<file path="src/rtl/step_motor_pkg.sv">
// Shared definitions for the step/encoder timing blocks: counter width,
// system clock rate, default stall timeout and the period meter FSM states.
package step_motor_pkg;

  // Default width of interval counters and period values
  localparam int STEP_CNT_WIDTH = 32;

  // System clock frequency in Hz
  localparam int unsigned CLK_HZ = 32'd50_000_000;

  // One second of clk cycles: a sensible stall timeout for slow motors
  localparam logic [STEP_CNT_WIDTH-1:0] DEFAULT_TIMEOUT_CYCLES = STEP_CNT_WIDTH'(CLK_HZ);

  // Period meter states
  typedef enum logic [1:0] {
    IDLE    = 2'd0,  // disabled, counter cleared
    ARM     = 2'd1,  // enabled, waiting for the first reference edge
    MEASURE = 2'd2,  // counting cycles since the last edge
    STALL   = 2'd3   // timeout or saturation hit, waiting for the next edge
  } meter_state_t;

endpackage

</file>
<file path="src/rtl/step_period_meter_if.sv">
// Signal bundle between a pulse source / controller and the period meter.
// The master drives the pulse, enable and timeout; the meter (slave)
// returns the measured period and status.
interface step_period_meter_if
  import step_motor_pkg::*;
#(
  parameter int WIDTH = STEP_CNT_WIDTH
);

  logic             pulse_in;
  logic             enable;
  logic [WIDTH-1:0] timeout_cycles;
  logic [WIDTH-1:0] period;
  logic             period_valid;
  logic             stalled;
  logic             measuring;

  modport master (
    output pulse_in,
    output enable,
    output timeout_cycles,
    input  period,
    input  period_valid,
    input  stalled,
    input  measuring
  );

  modport slave (
    input  pulse_in,
    input  enable,
    input  timeout_cycles,
    output period,
    output period_valid,
    output stalled,
    output measuring
  );

endinterface

</file>
<file path="src/rtl/pulse_sync_edge.sv">
// Brings an asynchronous pulse into the clk domain through a flop chain and
// flags its rising edges. SYNC_STAGES must be at least 2 so the first flop
// has a full cycle to resolve metastability before the level is used.
module pulse_sync_edge #(
  parameter int SYNC_STAGES = 2
) (
  input  logic clk,
  input  logic rst_n,
  input  logic pulse_in,
  output logic level,
  output logic rise
);

  logic [SYNC_STAGES-1:0] sync_r;
  logic                   prev_r;

  // Shift the raw pulse through the synchronizer chain every cycle
  always_ff @(posedge clk or negedge rst_n) begin
    if (!rst_n) begin
      sync_r <= {SYNC_STAGES{1'b0}};
    end else begin
      sync_r <= {sync_r[SYNC_STAGES-2:0], pulse_in};
    end
  end

  // Keep the previous synchronized sample for rising-edge detection
  always_ff @(posedge clk or negedge rst_n) begin
    if (!rst_n) begin
      prev_r <= 1'b0;
    end else begin
      prev_r <= sync_r[SYNC_STAGES-1];
    end
  end

  assign level = sync_r[SYNC_STAGES-1];
  assign rise  = sync_r[SYNC_STAGES-1] & ~prev_r;

endmodule

</file>
<file path="src/rtl/step_period_meter.sv">
// Measures the number of clk cycles between consecutive rising edges of an
// asynchronous pulse, reports each completed interval with a one-cycle
// strobe, and flags a stall when no edge arrives within the timeout or the
// counter would overflow.
module step_period_meter
  import step_motor_pkg::*;
#(
  parameter int WIDTH       = STEP_CNT_WIDTH,
  parameter int SYNC_STAGES = 2
) (
  input  logic                clk,
  input  logic                rst_n,
  step_period_meter_if.slave  bus
);

  localparam logic [WIDTH-1:0] CNT_ZERO = {WIDTH{1'b0}};
  localparam logic [WIDTH-1:0] CNT_ONE  = {{(WIDTH-1){1'b0}}, 1'b1};
  localparam logic [WIDTH-1:0] CNT_MAX  = {WIDTH{1'b1}};

  logic             level_s;
  logic             rise_s;
  logic             edge_s;
  logic             timeout_hit_s;
  logic             sat_hit_s;

  meter_state_t     state_r;
  meter_state_t     state_nxt_s;
  logic [WIDTH-1:0] count_r;
  logic [WIDTH-1:0] count_nxt_s;
  logic [WIDTH-1:0] period_r;
  logic [WIDTH-1:0] period_nxt_s;
  logic             period_valid_r;
  logic             period_valid_nxt_s;
  logic             stalled_r;
  logic             stalled_nxt_s;
  logic             measuring_r;

  // The synchronizer keeps running while disabled so that re-enabling
  // with the pulse already high cannot produce a false edge.
  pulse_sync_edge #(
    .SYNC_STAGES (SYNC_STAGES)
  ) u_sync (
    .clk      (clk),
    .rst_n    (rst_n),
    .pulse_in (bus.pulse_in),
    .level    (level_s),
    .rise     (rise_s)
  );

  // A rise always coincides with a high level; qualifying with it keeps the
  // edge tied to the sample that actually counts as the pulse.
  assign edge_s = rise_s & level_s;

  // Timeout is compared for equality every cycle, so a new timeout value
  // applies to the interval already in progress.
  assign timeout_hit_s = (bus.timeout_cycles != CNT_ZERO) && (count_r == bus.timeout_cycles);
  assign sat_hit_s     = (count_r == CNT_MAX);

  // Next-state, counter and output decisions
  always_comb begin
    state_nxt_s        = state_r;
    count_nxt_s        = count_r;
    period_nxt_s       = period_r;
    period_valid_nxt_s = 1'b0;
    stalled_nxt_s      = stalled_r;

    if (!bus.enable) begin
      state_nxt_s   = IDLE;
      count_nxt_s   = CNT_ZERO;
      stalled_nxt_s = 1'b0;
    end else begin
      case (state_r)
        IDLE: begin
          state_nxt_s = ARM;
        end

        ARM: begin
          // First edge only establishes the reference point
          if (edge_s) begin
            state_nxt_s = MEASURE;
            count_nxt_s = CNT_ONE;
          end else begin
            state_nxt_s = ARM;
          end
        end

        MEASURE: begin
          // An edge wins over a timeout landing in the same cycle
          if (edge_s) begin
            period_nxt_s       = count_r;
            period_valid_nxt_s = 1'b1;
            count_nxt_s        = CNT_ONE;
          end else if (timeout_hit_s) begin
            state_nxt_s   = STALL;
            stalled_nxt_s = 1'b1;
          end else if (sat_hit_s) begin
            state_nxt_s   = STALL;
            stalled_nxt_s = 1'b1;
          end else begin
            count_nxt_s = count_r + CNT_ONE;
          end
        end

        STALL: begin
          // The stalled interval has no known length, so nothing is reported
          if (edge_s) begin
            state_nxt_s   = MEASURE;
            count_nxt_s   = CNT_ONE;
            stalled_nxt_s = 1'b0;
          end else begin
            state_nxt_s = STALL;
          end
        end

        default: begin
          state_nxt_s   = IDLE;
          count_nxt_s   = CNT_ZERO;
          stalled_nxt_s = 1'b0;
        end
      endcase
    end
  end

  // State, counter and registered outputs
  always_ff @(posedge clk or negedge rst_n) begin
    if (!rst_n) begin
      state_r        <= IDLE;
      count_r        <= CNT_ZERO;
      period_r       <= CNT_ZERO;
      period_valid_r <= 1'b0;
      stalled_r      <= 1'b0;
      measuring_r    <= 1'b0;
    end else begin
      state_r        <= state_nxt_s;
      count_r        <= count_nxt_s;
      period_r       <= period_nxt_s;
      period_valid_r <= period_valid_nxt_s;
      stalled_r      <= stalled_nxt_s;
      measuring_r    <= (state_nxt_s == MEASURE);
    end
  end

  assign bus.period       = period_r;
  assign bus.period_valid = period_valid_r;
  assign bus.stalled      = stalled_r;
  assign bus.measuring    = measuring_r;

endmodule

</file>
<file path="src/flat_wrapper.sv">
// flat-port wrapper written by rule: the top's interface ports become plain ports
module step_period_meter_flat import step_motor_pkg::*;
#(
  parameter int WIDTH       = STEP_CNT_WIDTH,
  parameter int SYNC_STAGES = 2
)
  (clk, rst_n, bus_pulse_in, bus_enable, bus_timeout_cycles, bus_period, bus_period_valid, bus_stalled, bus_measuring);
  step_period_meter_if #(.WIDTH(WIDTH)) bus_i ();
  input  logic clk;
  input  logic rst_n;
  input wire logic [$bits(bus_i.pulse_in)-1:0] bus_pulse_in;
  input wire logic [$bits(bus_i.enable)-1:0] bus_enable;
  input wire logic [$bits(bus_i.timeout_cycles)-1:0] bus_timeout_cycles;
  output wire logic [$bits(bus_i.period)-1:0] bus_period;
  output wire logic [$bits(bus_i.period_valid)-1:0] bus_period_valid;
  output wire logic [$bits(bus_i.stalled)-1:0] bus_stalled;
  output wire logic [$bits(bus_i.measuring)-1:0] bus_measuring;
  assign bus_i.pulse_in = bus_pulse_in;
  assign bus_i.enable = bus_enable;
  assign bus_i.timeout_cycles = bus_timeout_cycles;
  assign bus_period = bus_i.period;
  assign bus_period_valid = bus_i.period_valid;
  assign bus_stalled = bus_i.stalled;
  assign bus_measuring = bus_i.measuring;
  step_period_meter #(.WIDTH(WIDTH), .SYNC_STAGES(SYNC_STAGES)) u_core (.clk(clk), .rst_n(rst_n), .bus(bus_i));
endmodule
</file>
<file path="config.mk">
export PLATFORM = sky130hd
export DESIGN_NAME = step_period_meter_flat
export DESIGN_NICKNAME = d
export VERILOG_FILES = /design/src/rtl/step_motor_pkg.sv /design/src/rtl/step_period_meter_if.sv /design/src/rtl/pulse_sync_edge.sv /design/src/rtl/step_period_meter.sv /design/src/flat_wrapper.sv
export SDC_FILE = /design/constraint.sdc
export NUM_CORES = 1
export LEC_CHECK = 0
export CAP_MARGIN = 20
export CORE_MARGIN = 3
export CORE_UTILIZATION = 25
export CTS_BUF_LIST = sky130_fd_sc_hd__clkbuf_4 sky130_fd_sc_hd__clkbuf_8
export DETAILED_ROUTE_END_ITERATION = 7
export PLACE_DENSITY_LB_ADDON = 0.12
export SLEW_MARGIN = 30
export SYNTH_ARGS = -nofsm -noshare
export SYNTH_HDL_FRONTEND = slang
export SYNTH_SLANG_ARGS = --single-unit
</file>
<file path="constraint.sdc">
create_clock -name clk -period 2.26 [get_ports clk]
set_input_delay 0.565 -clock clk [delete_from_list [all_inputs] [get_ports clk]]
set_output_delay 0.565 -clock clk [all_outputs]
set_load 0.02 [all_outputs]
</file>
==> qor.yml, run 1 <==
outcome:
  status: "finished with violations"
  violations: "setup timing"
timing:
  final.setup_skew_ns: 0.0126
  worst_slack_ns: -0.0726
  clock.fmax_mhz: 429
  setup_viol: 15
  worst_pin_slew_ns: 0.524
  tns_ns: -0.429
  whs_ns: 0.164
  maxSlewHeadroom: 0.651
  drv_slew: 0
  finalHoldViolCount: 0
  finalCriticalPeriod_ns: 2.33
  min_period_over_period: 1.03
  rsz0062_at_grt: "yes"
die:
  dieArea_sq_um: 16700
  die_h_microns: 129
  core_area_sq_um: 14700
  rows: 44
  die_x_microns: 129
  boundaryPins: 71
  initial_core_util: 0.259
final_layout:
  final_nets: 580
  area_delta_synth_final_pct: 64.9
  multi_input_area_sq_um: 2380
  ff_latch_area_sq_um: 1810
  utilization: 0.427
  fillers: 1432
  antenna_cells: 0
  drive_above_1_share: 0.513
clock_network:
  clk_path_buf_depth: 2
  numCtsBuffers: 9
  cts_tree: "yes"
  clk_pin_slew_worst_paths_ns: 0.08
  cts.htree.levels: 3
  cts-root-buf: "clkbuf_8"
  cts.sinks: 72
  insertion_delay_ns: 0.38
  ctsHoldBuffers: 0
pwr:
  pwr_density_cell_nw_per_um2: 455
  vdd_drop_max_uv: 361
  leakagePower_nw: 2.82
setup_path:
  worstPathRequired_ns: 2.53
  startpoint_type: "flip-flop"
  reg2reg_depth: 8
  cp_data_arrival_time_ns: 2.60
  reg2reg_to: "u_core.count_r[0]"
  endpoint_kind: "flip-flop"
  path_max_fanout: 6
  crit_type: "reg -> reg"
  reg2reg_slack_ns: -0.07
  r2r-start: "u_core.count_r[30]"
global_routing:
  first_global_vias: 3619
  grt_usage: 0.159
  grt_max_degree: 38
  gr-total-overflow: 0
  grt_pass1_wl_mm: 20.2
  antenna_found_initial: 0
synthesis:
  ys_seq_elements: 72
  ys_types: 47
  synth_nets: 401
  synth_area_leaders: "dfrtp_1 47%, mux2_2 9.5%, xor2_1 7.4%"
  yosys_warnings: 0
  ys.flop_type: "dfrtp_1"
  syn_area_sq_um: 3800
  synth_top_area_frac: 0.474
  syn_inst: 364
  synth_largest_area_cell: "dfrtp_1"
  synth.top_cells.by_count: "72 x dfrtp_1, 32 x mux2_2, 32 x xor2_1, 24 x o21ai_0, 23 x nand3_1"
  yosysMostFrequentCell: "dfrtp_1"
  synth_edf_count: 0
  seq_area_frac_synth: 0.474
  synthArstFlopShare: 1.00
  syn_area_per_cell_sq_um: 10.4
placed_design:
  gp_congestion: 0.866
  post-dp-hpwl_mm: 9.17
  io_buffers: 70
drt:
  wl_per_cell_microns: 17.9
  first_iter_violations: 141
  antenna_left: 0
  vias: 3587
  drt-total-wl_mm: 13.1
  drtPass1Iterations: 4
  vias_per_cell: 4.90
  drc: 0
run:
  maxCapViolCount: 0
min_path:
  hp-class: "in -> async"
## cell usage in the layout (no fill, tap or decap), types with 13 or more instances in the layout
cell type,instances
xor2_1,23
buf_2,15
buf_4,100
nor2_1,15
nand3_1,17
clkdlybuf4s50_1,37
buf_6,15
mux2_2,32
o21ai_2,13
nand2_1,16
nor4_2,13
dfrtp_1,69
## worst max path at each step
stage	from	end	slack, ns
final	u_core.count_r[30]	u_core.count_r[0]	-0.07
after global routing	u_core.count_r[30]	u_core.count_r[0]	-0.22
after CTS	u_core.count_r[1]	u_core.count_r[9]	-0.006
after detailed placement	bus_timeout_cycles[9]	u_core.count_r[10]	-0.78
after global placement	bus_timeout_cycles[9]	u_core.count_r[3]	-0.75
after floorplan	bus_timeout_cycles[22]	u_core.count_r[0]	-0.07
## stage by stage
| step | worst slack (ns) | power, mW | instance area, sq um | std cells |
|---|---|---|---|---|
| finish | -0.0726 | 2.85 | 6270 | 732 |
| global route | -0.220 | 2.98 | 6270 | 732 |
| CTS | -0.00589 | 2.84 | 5900 | 723 |
| detailed placement | -0.782 | 1.67 | 5380 | 688 |
| global placement | -0.746 | 1.67 | 5380 | 688 |
| floorplan | -0.0702 | 1.45 | 3810 | 364 |
## report_power, final
part           switching [mW]  internal, mW  leakage [nW]  total (mW)
clock network           0.510         0.592         0.110        1.10
registers              0.0106          1.30         0.989        1.31
logic                   0.225         0.212          1.72       0.437
## sequential cells by signal, summed over array words and instances (netlist names)
name                     count
u_core.count_r              32
u_core.bus.period_valid      1
u_core.bus.period           32
u_core.bus.stalled           1
u_core.state_r               2
u_core.u_sync.prev_r         1
u_core.bus.measuring         1
u_core.u_sync.sync_r         2
## metal layers
layer  global-route usage  vias up  wire (microns)
met4               0.0593        0             322
met2                0.260       80            6590
met3               0.0342       22             531
met1                0.207     1795            5660
li1                     -     1690               -
met5                    0        -               0
## cell type report
cell class / instances / share of cell area
well taps: 184 / 0.0367
inverters: 2 / 0.00120
multi-input cells: 266 / 0.379
flip-flops and latches: 72 / 0.288
clock buffers: 13 / 0.0265
repair buffers: 192 / 0.262
clock inverters: 3 / 0.00638
## timing repair
item / in CTS / in global routing
hold endpoints to repair: 0 / 0
endpoints found under the setup margin: 35 / 34
pin swaps: 24 / 47
gates resized for setup: 124 / 109
buffers inserted: 18 / 8
gates cloned: 2 / 2
## logic make-up after synthesis
family / share of synthesized area
flops: 0.474
mux: 0.100
fa+ha+maj: 0.00329
compound gates: 0.0882
buf+inv: 0.0329
xor+xnor: 0.0806
simple gates: 0.221
## worst max-delay path, cell delays in order (launching register included)
cell and delay (ns):
dfrtp_2 0.46, xor2_2 0.17, nor4_2 0.32, buf_4 0.16
nand4_1 0.16, nor4_4 0.28, or2_4 0.26, buf_6 0.14
mux2_4 0.29
Note: power is estimated with default switching activity, not from simulation.
==> run 2: changes to the inputs <==
--- a/config.mk
+++ b/config.mk
@@ -13,3 +13,3 @@
 export PLACE_DENSITY_LB_ADDON = 0.12
-export SLEW_MARGIN = 30
+export SLEW_MARGIN = 5
 export SYNTH_ARGS = -nofsm -noshare
==> constraint.sdc (replaced) <==
create_clock -name clk -period 2.26 [get_ports clk]
set_input_delay 0.452 -clock clk [delete_from_list [all_inputs] [get_ports clk]]
set_output_delay 0.452 -clock clk [all_outputs]
set_load 0.02 [all_outputs]
==> qor.yml, run 2 (same netlist as run 1, synthesis figures left out) <==
setup_path:
  crit_end: "u_core.count_r[23]"
  endpoint_kind: "flip-flop"
  reg2reg_to: "u_core.count_r[28]"
  crit_start: "bus_timeout_cycles[20]"
  worstPathRequired_ns: 2.57
  crit_type: "in -> reg"
  r2r-start: "u_core.count_r[1]"
  reg2reg_slack_ns: 0.05
  cp_data_arrival_time_ns: 2.54
  path_max_fanout: 13
  startpoint_type: "primary input"
  reg2reg_depth: 8
clock_network:
  numCtsBuffers: 9
  ctsHoldBuffers: 0
  cts_tree: "yes"
  clk_path_buf_depth: 2
  insertion_delay_ns: 0.37
  cts-root-buf: "clkbuf_8"
  cts.htree.levels: 3
  cts.sinks: 72
  clk_pin_slew_worst_paths_ns: 0.08
global_routing:
  antenna_found_initial: 0
  grt_max_degree: 38
  grt_usage: 0.157
  gr-total-overflow: 0
  grt_pass1_wl_mm: 19.8
  first_global_vias: 3564
final_layout:
  final_area_sq_um: 6010
  final_nets: 567
  fillers: 1434
  final_cell_mix: "98 x buf_4, 67 x dfrtp_1, 37 x clkdlybuf4s50_1"
  area_delta_synth_final_pct: 57.9
  drive_above_1_share: 0.424
  antenna_cells: 0
  final_common_cell: "buf_4"
timing:
  min_period_over_period: 0.988
  clock.fmax_mhz: 448
  maxSlewHeadroom: 0.644
  final.setup_skew_ns: 0.0111
  drv_slew: 0
  rsz0062_at_grt: "yes"
  finalHoldViolCount: 0
  finalCriticalPeriod_ns: 2.23
  setup_viol: 0
  tns_ns: 0
  worst_pin_slew_ns: 0.534
die:
  die_x_microns: 129
  boundaryPins: 71
  core_area_sq_um: 14700
  dieArea_sq_um: 16700
  initial_core_util: 0.259
  rows: 44
  die_h_microns: 129
drt:
  vias_per_cell: 4.80
  drc: 0
  wl_per_cell_microns: 17.2
  first_iter_violations: 169
  vias: 3448
  antenna_left: 0
  drt-total-wl_mm: 12.4
  drtPass1Iterations: 4
outcome:
  status: "finished, final reports clean"
placed_design:
  gp_congestion: 0.842
  post-dp-hpwl_mm: 9.06
  io_buffers: 70
  place_area_sq_um: 5390
run:
  maxCapViolCount: 0
pwr:
  vdd_drop_max_uv: 476
  leakagePower_nw: 2.72
  pwr_density_cell_nw_per_um2: 478
min_path:
  hp-class: "in -> async"
-- run 2: worst min-delay path by stage --
stage	to	cells past startpoint	start	slack (ns)
2_1_floorplan	u_core.bus.measuring	0	rst_n	0.16
3_3_place_gp	u_core.u_sync.sync_r[1]	0	u_core.u_sync.sync_r[0]	0.33
3_5_place_dp	u_core.u_sync.sync_r[1]	0	u_core.u_sync.sync_r[0]	0.33
4_1_cts	u_core.u_sync.sync_r[0]	1	rst_n	0.06
5_1_grt	u_core.u_sync.sync_r[0]	1	rst_n	0.08
6_report	u_core.u_sync.sync_r[0]	1	rst_n	0.05
-- run 2: metrics by stage --
stage / total power [mW] / cells / worst slack (ns) / hold WS (ns) / utilization
final: 2.87 / 719 / 0.0281 / 0.0530 / 0.409
after global routing: 3.00 / 719 / -0.109 / 0.0768 / 0.409
after CTS: 2.89 / 715 / 0.00146 / 0.0631 / 0.395
after detailed placement: 1.66 / 690 / -0.952 / 0.335 / 0.366
after global placement: 1.66 / 690 / -0.879 / 0.334 / 0.366
after floorplan: 1.44 / 364 / 0.00740 / 0.156 / -
-- run 2: routing by layer --
metal	up-vias	share of wire	GRT usage	wire length, microns
li1	1664	-	-	-
met1	1699	0.46	0.211	5740
met2	65	0.48	0.247	5900
met3	20	0.033	0.0326	412
met4	0	0.028	0.0661	348
met5	-	0	0	0
-- run 2: final cells by class --
| type | instances | area, sq um | share of cell area |
|---|---|---|---|
| clock buffers | 10 | 138 | 0.0229 |
| clock inverters | 6 | 82.6 | 0.0138 |
| inverters | 2 | 7.51 | 0.00125 |
| multi-input cells | 266 | 2150 | 0.359 |
| flip-flops and latches | 72 | 1810 | 0.301 |
| well taps | 184 | 230 | 0.0383 |
| repair buffers | 179 | 1590 | 0.264 |
-- run 2: critical path: stages --
cell           delay [ns]
dlygate4sd2_1        0.28
nor4_1               0.28
nand4_1              0.17
nor2_2               0.21
nor4_4               0.07
or2_4                0.32
buf_8                0.16
or4_1                0.49
nand3_1              0.09
-- run 2: timing repair --
| item | CTS | global route |
|---|---|---|
| resized for setup | 82 | 65 |
| pin swaps | 23 | 25 |
| setup buffers | 10 | 8 |
| endpoints found under the setup margin | 35 | 32 |
| cloned | 2 | 0 |
-- run 2: power breakdown --
| part | leakage (nW) | switching, mW | internal, mW |
|---|---|---|---|
| sequential | 0.986 | 0.0111 | 1.30 |
| clock | 0.112 | 0.528 | 0.646 |
| combinational | 1.63 | 0.194 | 0.187 |
| total | 2.72 | 0.733 | 2.13 |
==> run 3: changes to the inputs <==
SLEW_MARGIN = default   (was 5)
==> results of run 3 <==
Final layout, timing and power as in run 2 (identical DEF).
